**config.mk**
```make
export PLATFORM = sky130hd
export DESIGN_NAME = kbd_event_queue
export DESIGN_NICKNAME = d
export VERILOG_FILES = /design/src/rtl/kbd_pkg.sv /design/src/rtl/kbd_fifo.sv /design/src/rtl/kbd_event_queue.sv
export SDC_FILE = /design/constraint.sdc
export NUM_CORES = 1
export LEC_CHECK = 0
export CAP_MARGIN = 20
export CORE_MARGIN = 10
export CORE_UTILIZATION = 30
export CTS_BUF_LIST = sky130_fd_sc_hd__clkbuf_2
export DETAILED_ROUTE_END_ITERATION = 16
export SLEW_MARGIN = 40
export SYNTH_ARGS = -nofsm -noshare
export SYNTH_HDL_FRONTEND = slang
export SYNTH_HIERARCHICAL = 1
export SYNTH_SLANG_ARGS = --single-unit
```
**constraint.sdc**
```tcl
create_clock -name clk -period 3.9 [get_ports clk]
set_input_delay 0.78 -clock clk [delete_from_list [all_inputs] [get_ports clk]]
set_output_delay 0.78 -clock clk [all_outputs]
set_load 0.02 [all_outputs]
```
**src/rtl/kbd_pkg.sv**
```systemverilog
// Shared definitions for the PS/2 keyboard event queue: scancode
// constants, decoder states and the layout of a queued key event.
package kbd_pkg;

  // Prefix and modifier scancodes (set 2)
  localparam logic [7:0] SC_EXT     = 8'hE0;
  localparam logic [7:0] SC_BREAK   = 8'hF0;
  localparam logic [7:0] SC_PAUSE   = 8'hE1;
  localparam logic [7:0] SC_LSHIFT  = 8'h12;
  localparam logic [7:0] SC_RSHIFT  = 8'h59;
  localparam logic [7:0] SC_CTRL    = 8'h14;
  localparam logic [7:0] SC_ALT     = 8'h11;
  localparam logic [7:0] SC_CAPS    = 8'h58;

  // Keyboard status bytes that never form a key event
  localparam logic [7:0] SC_NONE    = 8'h00;
  localparam logic [7:0] SC_BAT_OK  = 8'hAA;
  localparam logic [7:0] SC_ACK     = 8'hFA;
  localparam logic [7:0] SC_RESEND  = 8'hFE;
  localparam logic [7:0] SC_ERROR   = 8'hFF;

  // Bytes still to swallow after the E1 that opens the pause sequence
  localparam logic [2:0] PAUSE_SKIP = 3'd7;

  typedef enum logic [2:0] {
    ST_IDLE   = 3'd0,
    ST_EXT    = 3'd1,
    ST_BREAK  = 3'd2,
    ST_PAUSE  = 3'd3,
    ST_LOOKUP = 3'd4,
    ST_PUSH   = 3'd5
  } kbd_state_e;

  // Entry bit positions
  localparam int unsigned BIT_BREAK = 15;
  localparam int unsigned BIT_EXT   = 14;
  localparam int unsigned BIT_SHIFT = 13;
  localparam int unsigned BIT_CTRL  = 12;
  localparam int unsigned BIT_ALT   = 11;
  localparam int unsigned BIT_CAPS  = 10;

  function automatic logic [15:0] make_entry(input logic       brk,
                                             input logic       ext,
                                             input logic       shift,
                                             input logic       ctrl,
                                             input logic       alt,
                                             input logic       caps,
                                             input logic [7:0] code);
    logic [15:0] e;
    e            = 16'h0000;
    e[BIT_BREAK] = brk;
    e[BIT_EXT]   = ext;
    e[BIT_SHIFT] = shift;
    e[BIT_CTRL]  = ctrl;
    e[BIT_ALT]   = alt;
    e[BIT_CAPS]  = caps;
    e[7:0]       = code;
    return e;
  endfunction

endpackage

```
**src/rtl/kbd_fifo.sv**
```systemverilog
// Show-ahead FIFO: the head entry is presented on o_rdata while not empty
// (zero when empty). A write on a full FIFO is accepted only when a read
// frees the head slot in the same cycle.
module kbd_fifo #(
  parameter int WIDTH = 16,
  parameter int DEPTH = 16
) (
  input  logic                     clk,
  input  logic                     rst_n,
  input  logic                     i_wr,
  input  logic [WIDTH-1:0]         i_wdata,
  input  logic                     i_rd,
  output logic [WIDTH-1:0]         o_rdata,
  output logic                     o_full,
  output logic                     o_empty,
  output logic [$clog2(DEPTH):0]   o_count
);
  localparam int AW = $clog2(DEPTH);
  localparam logic [AW:0] FULL_COUNT = DEPTH[AW:0];

  logic [WIDTH-1:0] r_mem [DEPTH];
  logic [AW-1:0]    r_wptr;
  logic [AW-1:0]    r_rptr;
  logic [AW:0]      r_count;
  logic             w_do_rd;
  logic             w_do_wr;

  assign o_full  = (r_count == FULL_COUNT);
  assign o_empty = (r_count == {(AW+1){1'b0}});
  assign o_count = r_count;
  assign w_do_rd = i_rd && !o_empty;
  assign w_do_wr = i_wr && (!o_full || w_do_rd);
  assign o_rdata = o_empty ? {WIDTH{1'b0}} : r_mem[r_rptr];

  // Storage array; contents need no reset since occupancy gates the output
  always_ff @(posedge clk) begin
    if (w_do_wr) begin
      r_mem[r_wptr] <= i_wdata;
    end
  end

  // Pointer and occupancy bookkeeping
  always_ff @(posedge clk or negedge rst_n) begin
    if (!rst_n) begin
      r_wptr  <= {AW{1'b0}};
      r_rptr  <= {AW{1'b0}};
      r_count <= {(AW+1){1'b0}};
    end else begin
      if (w_do_wr) r_wptr <= r_wptr + AW'(1);
      if (w_do_rd) r_rptr <= r_rptr + AW'(1);
      case ({w_do_wr, w_do_rd})
        2'b10:   r_count <= r_count + (AW+1)'(1);
        2'b01:   r_count <= r_count - (AW+1)'(1);
        default: r_count <= r_count;
      endcase
    end
  end

endmodule

```
**src/rtl/kbd_event_queue.sv**
```systemverilog
// PS/2 keyboard front end: decodes prefix/break/pause sequences, tracks
// modifiers, translates make codes via an external registered-address ROM
// and queues 16-bit key events for the CPU.
module kbd_event_queue
  import kbd_pkg::*;
#(
  parameter int DEPTH        = 16,
  parameter bit REPORT_BREAK = 1'b0,
  parameter bit RAW_MODE     = 1'b0
) (
  input  logic                   clk,
  input  logic                   rst_n,
  input  logic                   scan_valid,
  input  logic [7:0]             scan_byte,
  output logic [9:0]             map_addr,
  input  logic [7:0]             map_data,
  output logic                   data_ready,
  output logic [15:0]            data_out,
  input  logic                   data_read,
  output logic [$clog2(DEPTH):0] fifo_count,
  output logic                   overflow,
  input  logic                   ovf_clear
);
  kbd_state_e  r_state, w_state_nxt;
  logic [7:0]  r_code, w_code_nxt;
  logic        r_brk, w_brk_nxt;
  logic        r_ext, w_ext_nxt;
  logic        r_lshift, w_lshift_nxt;
  logic        r_rshift, w_rshift_nxt;
  logic        r_ctrl, w_ctrl_nxt;
  logic        r_alt, w_alt_nxt;
  logic        r_caps, w_caps_nxt;
  logic        r_caps_held, w_caps_held_nxt;
  logic [2:0]  r_skip, w_skip_nxt;
  logic [9:0]  r_map_addr, w_map_addr_nxt;
  logic        r_overflow;
  logic        w_shift;
  logic        w_push;
  logic        w_pass_code;
  logic [7:0]  w_char;
  logic [15:0] w_entry;
  logic        w_full;
  logic        w_empty;
  logic        w_drop;

  assign w_shift     = r_lshift | r_rshift;
  // Extended keys and raw mode report the scancode itself, never dropped
  assign w_pass_code = r_ext || RAW_MODE;
  assign w_char      = w_pass_code ? r_code : map_data;
  assign w_entry     = make_entry(r_brk, r_ext, w_shift, r_ctrl, r_alt, r_caps, w_char);
  assign w_drop      = w_push && w_full && !data_read;

  assign map_addr   = r_map_addr;
  assign overflow   = r_overflow;
  assign data_ready = !w_empty;

  // Decoder next-state, modifier updates and ROM address capture
  always_comb begin
    w_state_nxt     = r_state;
    w_code_nxt      = r_code;
    w_brk_nxt       = r_brk;
    w_ext_nxt       = r_ext;
    w_lshift_nxt    = r_lshift;
    w_rshift_nxt    = r_rshift;
    w_ctrl_nxt      = r_ctrl;
    w_alt_nxt       = r_alt;
    w_caps_nxt      = r_caps;
    w_caps_held_nxt = r_caps_held;
    w_skip_nxt      = r_skip;
    w_map_addr_nxt  = r_map_addr;
    w_push          = 1'b0;
    case (r_state)
      ST_IDLE: begin
        if (scan_valid) begin
          case (scan_byte)
            SC_EXT:    begin w_state_nxt = ST_EXT;   w_ext_nxt = 1'b1; end
            SC_BREAK:  begin w_state_nxt = ST_BREAK; w_ext_nxt = 1'b0; end
            SC_PAUSE:  begin w_state_nxt = ST_PAUSE; w_skip_nxt = PAUSE_SKIP; end
            SC_NONE, SC_BAT_OK, SC_ACK, SC_RESEND, SC_ERROR: w_state_nxt = ST_IDLE;
            SC_LSHIFT: w_lshift_nxt = 1'b1;
            SC_RSHIFT: w_rshift_nxt = 1'b1;
            SC_CTRL:   w_ctrl_nxt   = 1'b1;
            SC_ALT:    w_alt_nxt    = 1'b1;
            SC_CAPS: begin
              // Held key repeats typematically; only the first make toggles
              if (!r_caps_held) w_caps_nxt = ~r_caps;
              else              w_caps_nxt = r_caps;
              w_caps_held_nxt = 1'b1;
            end
            default: begin
              w_state_nxt    = ST_LOOKUP;
              w_brk_nxt      = 1'b0;
              w_ext_nxt      = 1'b0;
              w_code_nxt     = scan_byte;
              w_map_addr_nxt = {r_caps, w_shift, scan_byte};
            end
          endcase
        end else begin
          w_state_nxt = ST_IDLE;
        end
      end
      ST_EXT: begin
        if (scan_valid) begin
          case (scan_byte)
            SC_BREAK:  w_state_nxt = ST_BREAK;
            SC_CTRL:   begin w_ctrl_nxt = 1'b1; w_state_nxt = ST_IDLE; end
            SC_ALT:    begin w_alt_nxt  = 1'b1; w_state_nxt = ST_IDLE; end
            SC_LSHIFT: w_state_nxt = ST_IDLE;  // fake shift around E0 keys
            default: begin
              w_state_nxt    = ST_LOOKUP;
              w_brk_nxt      = 1'b0;
              w_code_nxt     = scan_byte;
              w_map_addr_nxt = {r_caps, w_shift, scan_byte};
            end
          endcase
        end else begin
          w_state_nxt = ST_EXT;
        end
      end
      ST_BREAK: begin
        if (scan_valid) begin
          case (scan_byte)
            SC_LSHIFT: begin w_lshift_nxt    = 1'b0; w_state_nxt = ST_IDLE; end
            SC_RSHIFT: begin w_rshift_nxt    = 1'b0; w_state_nxt = ST_IDLE; end
            SC_CTRL:   begin w_ctrl_nxt      = 1'b0; w_state_nxt = ST_IDLE; end
            SC_ALT:    begin w_alt_nxt       = 1'b0; w_state_nxt = ST_IDLE; end
            SC_CAPS:   begin w_caps_held_nxt = 1'b0; w_state_nxt = ST_IDLE; end
            default: begin
              if (REPORT_BREAK) begin
                w_state_nxt    = ST_LOOKUP;
                w_brk_nxt      = 1'b1;
                w_code_nxt     = scan_byte;
                w_map_addr_nxt = {r_caps, w_shift, scan_byte};
              end else begin
                w_state_nxt = ST_IDLE;
              end
            end
          endcase
        end else begin
          w_state_nxt = ST_BREAK;
        end
      end
      ST_PAUSE: begin
        if (scan_valid) begin
          w_skip_nxt = r_skip - 3'd1;
          if (r_skip == 3'd1) w_state_nxt = ST_IDLE;
          else                w_state_nxt = ST_PAUSE;
        end else begin
          w_state_nxt = ST_PAUSE;
        end
      end
      ST_LOOKUP: w_state_nxt = ST_PUSH;
      ST_PUSH: begin
        // A zero from the ROM means "no character": drop the event
        if (w_pass_code || (map_data != 8'h00)) w_push = 1'b1;
        else                                    w_push = 1'b0;
        w_state_nxt = ST_IDLE;
      end
      default: w_state_nxt = ST_IDLE;
    endcase
  end

  // Decoder state, modifier and address registers
  always_ff @(posedge clk or negedge rst_n) begin
    if (!rst_n) begin
      r_state     <= ST_IDLE;
      r_code      <= 8'h00;
      r_brk       <= 1'b0;
      r_ext       <= 1'b0;
      r_lshift    <= 1'b0;
      r_rshift    <= 1'b0;
      r_ctrl      <= 1'b0;
      r_alt       <= 1'b0;
      r_caps      <= 1'b0;
      r_caps_held <= 1'b0;
      r_skip      <= 3'd0;
      r_map_addr  <= 10'h000;
    end else begin
      r_state     <= w_state_nxt;
      r_code      <= w_code_nxt;
      r_brk       <= w_brk_nxt;
      r_ext       <= w_ext_nxt;
      r_lshift    <= w_lshift_nxt;
      r_rshift    <= w_rshift_nxt;
      r_ctrl      <= w_ctrl_nxt;
      r_alt       <= w_alt_nxt;
      r_caps      <= w_caps_nxt;
      r_caps_held <= w_caps_held_nxt;
      r_skip      <= w_skip_nxt;
      r_map_addr  <= w_map_addr_nxt;
    end
  end

  // Sticky overflow flag; a drop in the same cycle beats the clear
  always_ff @(posedge clk or negedge rst_n) begin
    if (!rst_n) begin
      r_overflow <= 1'b0;
    end else if (w_drop) begin
      r_overflow <= 1'b1;
    end else if (ovf_clear) begin
      r_overflow <= 1'b0;
    end else begin
      r_overflow <= r_overflow;
    end
  end

  kbd_fifo #(
    .WIDTH (16),
    .DEPTH (DEPTH)
  ) u_fifo (
    .clk     (clk),
    .rst_n   (rst_n),
    .i_wr    (w_push),
    .i_wdata (w_entry),
    .i_rd    (data_read),
    .o_rdata (data_out),
    .o_full  (w_full),
    .o_empty (w_empty),
    .o_count (fifo_count)
  );

endmodule

```
Yosys cells after proc, flatten, opt, wreduce, memory -nomap -nowiden
Memories as Yosys holds them, arrays and structs flattened.
Index checks and enable logic that the tools add are counted.

storage, ports and cells
  bits of input ports = 21
  RAM bits = 224
  logic and storage cells = 163
  memories kept = 1
  output and inout port bits = 33
  bits in registers = 46

memory list
  name          words  width  rd ports  clocked after memory_dff  write ports  line            source
  u_fifo.r_mem  16     14     1         0                         1            kbd_fifo.sv:21  logic [WIDTH-1:0] r_mem [DEPTH];

operators by class
  mux-type cells = 62
  reductions and logical operators = 35
  eq/ne operators = 40
  bitwise operators = 4
  $add $sub $neg = 5

operators with widths
  operator               count
  $eq A8 B8 Y1 const B   7
  $mux W10               4
  $mux W8                5
  $mux W1                30
  $pmux W3 S5            2
  $reduce_and A5 Y1      6
  $eq A8 B5 Y1 const B   3
  $pmux W10 S2           1
  $mux W3                6
  $ne A2 B1 Y1 const B   9
  $ne A2 B2 Y1 const B   9
  $eq A8 B7 Y1 const B   2
  $mux W16               1
  $pmux W8 S2            1
  $pmux W1 S2            7
  $reduce_or A13 Y1      1
  $pmux W3 S2            2
  $reduce_bool A2 Y1     6
  $reduce_or A11 Y1      1
  $pmux W5 S2            1
  $reduce_or A5 Y1       2
  $add A4 B1 Y4 const B  2
  $logic_not A8 Y1       1
  $reduce_and A4 Y1      2
  other kinds (23)       35

Logic depth before layout (Yosys ltp)
Gate-level depths: netlist of the first run.

  depth after elaboration = 7
  gate-level depth with buffers = 9
  mapped depth without buffers = 9

Cells and area by module
The synthesis of the first run kept the hierarchy.

modules (own cells, without submodules)
  module           seq. area each (um2)  instances  area each (um2)  cells an instance
  kbd_fifo         8012.7                1          10680.2          501
  kbd_event_queue  600.6                 1          1485.2           159

Worst setup path before layout of the first run
Ideal clock, no wire load.

  path kind = register to register
  start point = register r_ext
  end point = memory u_fifo/r_mem[4][0] (netlist bit), enable pin
  arrival time = 2.933 ns
  buffers on the path = 1
  data required time = 3.491 ns
  setup time = 0.409 ns
  slack = 0.557 ns
  cell stages (with the launch flop) = 6
  cell sequence = dfrtp_1 -> clkbuf_1 -> nor3_1 -> a211oi_1 -> o31ai_4 -> nor3_1

between the ends
  longest elaborated chain between the ends = 6

RTL lines
  what                           line                    source
  start: declaration             kbd_event_queue.sv:27   logic r_ext, w_ext_nxt;
  start signal: assignment       kbd_event_queue.sv:182  r_ext <= w_ext_nxt;
  $logic_or A1 B1 Y1             kbd_event_queue.sv:155  if (w_pass_code || (map_data != 8'h00)) w_push = 1'b1;
  $mux W1                        kbd_event_queue.sv:155
  $mux W1                        kbd_event_queue.sv:72   case (r_state)
  named net w_push               kbd_event_queue.sv:38   logic w_push;
  $logic_and A1 B1 Y1            kbd_fifo.sv:32          assign w_do_wr = i_wr && (!o_full || w_do_rd);
  $mux W1                        kbd_fifo.sv:37          if (w_do_wr) begin
  $mux W1 (not written as such)  kbd_fifo.sv:38          r_mem[r_wptr] <= i_wdata;
  end: declaration               kbd_fifo.sv:21

The timed path passes the listed nets, and every way through them passes these cells.

Final worst setup path of the first run
  start point = register u_fifo.r_rptr[1]
  end point = output port data_out[3]

between the ends
  longest elaborated chain between the ends = 2

RTL lines
  what                      line                   source
  start: declaration        kbd_fifo.sv:23         logic [AW-1:0] r_rptr;
  start signal: assignment  kbd_fifo.sv:46         r_rptr <= {AW{1'b0}};
  start signal: assignment  kbd_fifo.sv:50         if (w_do_rd) r_rptr <= r_rptr + AW'(1);
  $mem_v2 Z16 W14           -
  $mux W16                  kbd_fifo.sv:33         assign o_rdata = o_empty ? {WIDTH{1'b0}} : r_mem[r_rptr];
  end: declaration          kbd_event_queue.sv:18  output logic [15:0] data_out,

No other way between the ends.

==> run summary, run 1 <==
## Synth
• **area share of xor/xnor cells in the synthesized design** 0.792%
• **instance count of the mapped netlist** 660
• **count of distinct cell types in the synthesized netlist** 56
• **fraction of the mapped netlist area in adder cells** 1.19%
• **register bit total from synthesis** 293
• **multiplexer fraction of the synthesized cell area** 17.3%
• **Primary FF master, synth** edfxtp_1
• **cell accounting for the most synthesized area** edfxtp_1
• **count of flip-flops with a built-in enable after synthesis** 256
• **Post-synth ARST share** 12.6%
• **cell area after technology mapping** 0.0122 mm^2
• **Mapped Avg Cell Area** 18.4 um^2
• **portion of synthesized cell area occupied by the leading cell type** 63.2%
• **compound-cell area share of the yosys netlist** 3.46%
• **Yosys Warn Count** 6
• **area fraction in and, or, nand and nor cells after synthesis** 4.68%
• **sequential share of the synthesized area** 70.8%
• **main area contributors after synthesis** edfxtp_1, mux4_2, dfrtp_1
• **largest family of logic cells by synthesized area** multiplexers

## STA
• **Max Slew Vio Count** 0
• **Final Critical Period** 3.75 ns
• **final hold slack** 0.418 ns
• **worst-margin pin slew** 0.645 ns
• **Peak Freq** 267 MHz
• **Layout Skew** 0.114 ns
• **share of the clock period used by the worst path** 96.1%
• **setup TNS** 0 ns
• **final hold vios** 0
• **slew margin rel.** 57.0%
• **setup-violating endpoint count in the final report** 0

## Finish
• **number of inserted filler cells in the final layout** 3782
• **area growth from synthesis to layout** 18.9%
• **layout cell share with drive strength beyond 1** 30.3%
• **final instance area** 0.0145 mm^2
• **count of nets after finishing** 866

## Placed design
• **Detail Placement HPWL** 16.4 mm
• **number of buffers inserted by port buffering** 53
• **GPL Wtd Cong** 0.771
• **cell area after placement** 0.0136 mm^2

## Detailed routing
• **overall routed net length** 27.0 mm
• **Initial DRC Count** 425
• **overall via count from detail_route** 6579
• **Final ANT Viol Nets** 0
• **remaining routing DRC violations** 0
• **Routed WL per cell** 19.1 um
• **via-per-instance ratio** 4.65
• **drt pass-1 iters** 4

## Critical path
• **CP endpoint kind** output port
• **worst stage delay on the critical path** 0.54 ns
• **kind of start point of the critical path** flip-flop
• **endpoint required time on the critical path** 3.12 ns
• **R2R Setup Slk** 0.99 ns
• **biggest fanout along the worst timing path** 7
• **count of buffering cells on the critical path with inverters included** 2
• **data arrival time at the worst-slack endpoint** 2.97 ns
• **r2r worst-path depth** 8
• **category of cells accounting for the largest share of critical-path delay** multiplexers
• **CP cell instances** buf_6 -> mux4_2 -> mux2_2 -> o21ai_0 -> a21oi_1 -> dlygate4sd2_1
• **worst-path cell with the longest stage delay** dfrtp_4
• **type of the worst setup path** reg -> out
• **end of the worst register-to-register path** u_fifo/o_count[4]
• **startpoint of the worst-slack reg-to-reg timing path** u_fifo/o_count[3]

## Clock network
• **number of buffers created by CTS** 74
• **CTS H-tree depth** 3
• **clock tree root buffer cell** clkbuf_2
• **Reg clk slew, reported paths** 0.10 ns
• **TritonCTS clock tree** built
• **maximum buffer depth of the clock tree** 3
• **sinks on the clock net** 293
• **insertion delay of the later-clocked pin in the worst-skew pair** 0.86 ns

## Power
• **worst ir drop on vdd** 442 uV
• **clock network power share** 22.0%
• **proportion of power drawn by combinational gates** 36.5%
• **fraction of power spent switching nets** 34.5%
• **Pint** 6360 uW
• **pwr dens** 671 mW/mm^2
• **Static Leak** 0.00503 uW
• **portion of total power attributed to sequential cells** 41.5%
• **reported net switching power** 3350 uW

## GRT
• **total overflow reported by the global router** 0
• **wire length of the first global-routing pass** 41.7 mm
• **vias in the first global route** 7122
• **aggregate global-route resource usage** 10.9%
• **largest net degree at the start of global routing** 38
• **initial antenna violation count** 2

## Floorplanning
• **floorplan core area** 0.0399 mm^2
• **number of top-level design ports** 54
• **Die Width** 221 um
• **Starting Density** 30.5%
• **Die ar.** 0.0490 mm^2
• **Row Count** 73
• **die height** 221 um

## Hold path
• **type of the most critical hold path** in -> async

## Status
• **status** complete, no violations

## Run
• **total of max-cap violations** 0

-- metal layers --
metal / up-vias / wire length [um] / GRT usage (%)
li1: 2989 / - / -
met1: 3360 / 12600 / 14.8
met2: 192 / 12000 / 16.0
met3: 38 / 1840 / 3.41
met4: 0 / 501 / 4.03
met5: - / 0 / 0
-- how the worst max path moves through the flow --
stage | start | to | slack, ns | cells after the start
2_1_floorplan | r_ext | u_fifo/r_mem[4][0] | 0.56 | 5
3_3_place_gp | map_data[2] | u_fifo/o_count[4] | 0.33 | 10
3_5_place_dp | map_data[0] | u_fifo/r_mem[14][4] | 0.26 | 9
4_1_cts | u_fifo/r_rptr[1] | data_out[3] | 0.02 | 6
5_1_grt | u_fifo/r_rptr[1] | data_out[11] | -0.002 | 7
6_report | u_fifo/r_rptr[1] | data_out[3] | 0.15 | 6
-- placed cells by master, fill, tap and decap left out, drive strengths merged, types with 4 or more instances in the layout --
| cell | count |
|---|---|
| a21oi | 22 |
| and2 | 8 |
| and3 | 5 |
| buf | 32 |
| clkbuf | 103 |
| clkdlybuf4s50 | 36 |
| clkinv | 23 |
| conb | 48 |
| dfrtp | 37 |
| dlygate4sd2 | 13 |
| edfxtp | 256 |
| ha | 10 |
| inv | 14 |
| mux2 | 39 |
| mux2i | 22 |
| mux4 | 64 |
| nand2 | 18 |
| nand2b | 10 |
| nand3 | 7 |
| nor2 | 17 |
| nor3 | 12 |
| nor4 | 7 |
| o21ai | 26 |
| xnor2 | 7 |
| xor2 | 4 |
-- synthesized netlist by cell type, types with 6 or more instances --
master / instances
buf_2: 14
ha_1: 10
xnor2_1: 7
nand3_1: 7
inv_1: 12
o21ai_0: 22
clkbuf_1: 17
nor3_1: 12
nor4_1: 6
dfrtp_1: 37
mux2i_1: 22
nand2b_1: 10
edfxtp_1: 256
mux2_2: 39
a21oi_1: 22
mux4_2: 64
and2_1: 8
nor2_1: 17
nand2_1: 17
-- sequential cells by signal, summed over array words and instances, names as in the netlist, 3 cells and up --
signal          flops
u_fifo/r_mem      256
r_code              7
u_fifo/o_count      5
u_fifo/r_rptr       4
u_fifo/r_wptr       4
map_addr            3
r_skip              3
r_state             3
-- stage by stage --
step | setup slack [ns] | cells | util [%] | power [uW]
finish | 0.150 | 1414 | 36.2 | 9700
global route | -0.00248 | 1414 | 36.2 | 10300
CTS | 0.0227 | 1410 | 36.1 | 9800
detailed placement | 0.265 | 1275 | 34.1 | 7620
global placement | 0.326 | 1275 | 34.1 | 7600
floorplan | 0.557 | 707 | - | 6270
-- power by group through the flow --
stage | clock [uW] | sequential [uW] | combinational (uW)
2_1_floorplan | 0 | 4000 | 2280
3_3_place_gp | 0 | 4100 | 3500
3_5_place_dp | 0 | 4110 | 3520
4_1_cts | 2220 | 4020 | 3560
5_1_grt | 2380 | 4080 | 3840
6_report | 2140 | 4030 | 3540
-- cell families after synthesis --
kind of cell             after synthesis
AND/OR/NAND/NOR                      103
AO/OA/AOI/OAI                         67
flip-flops                           293
adder cells (fa/ha/maj)               11
XOR/XNOR                              11
other                                  1
buffers and inverters                 49
multiplexers                         125
-- area by class of cell --
class                   count  area [um^2]  area share [%]
clock inverters            27          198            1.37
clock buffers             102          510            3.53
well taps                 525          657            4.54
diodes                      2         5.00          0.0346
flip-flops and latches    293         8620            59.6
inverters                  13         48.8           0.337
repair buffers             87          885            6.11
multi-input cells         365         3540            24.5
-- repair_timing --
item,4_1_cts,5_1_grt
cloned,1,1
hold endpoints to repair,37,0
hold buffers,1,0
setup endpoints to repair,16,11
gates resized for setup,18,8
pin swaps,0,0
buffers inserted,4,1
Note: power is estimated with default switching activity, not from simulation.
==> run 2, diff against run 1 <==
- CAP_MARGIN: 20 -> default
==> results of run 2 <==
No change in the layout: final DEF, timing and power equal those of run 1.
==> run 3, diff against run 2 <==
- CAP_MARGIN: default -> 20
==> results of run 3 <==
No change in the layout: final DEF, timing and power equal those of run 1.
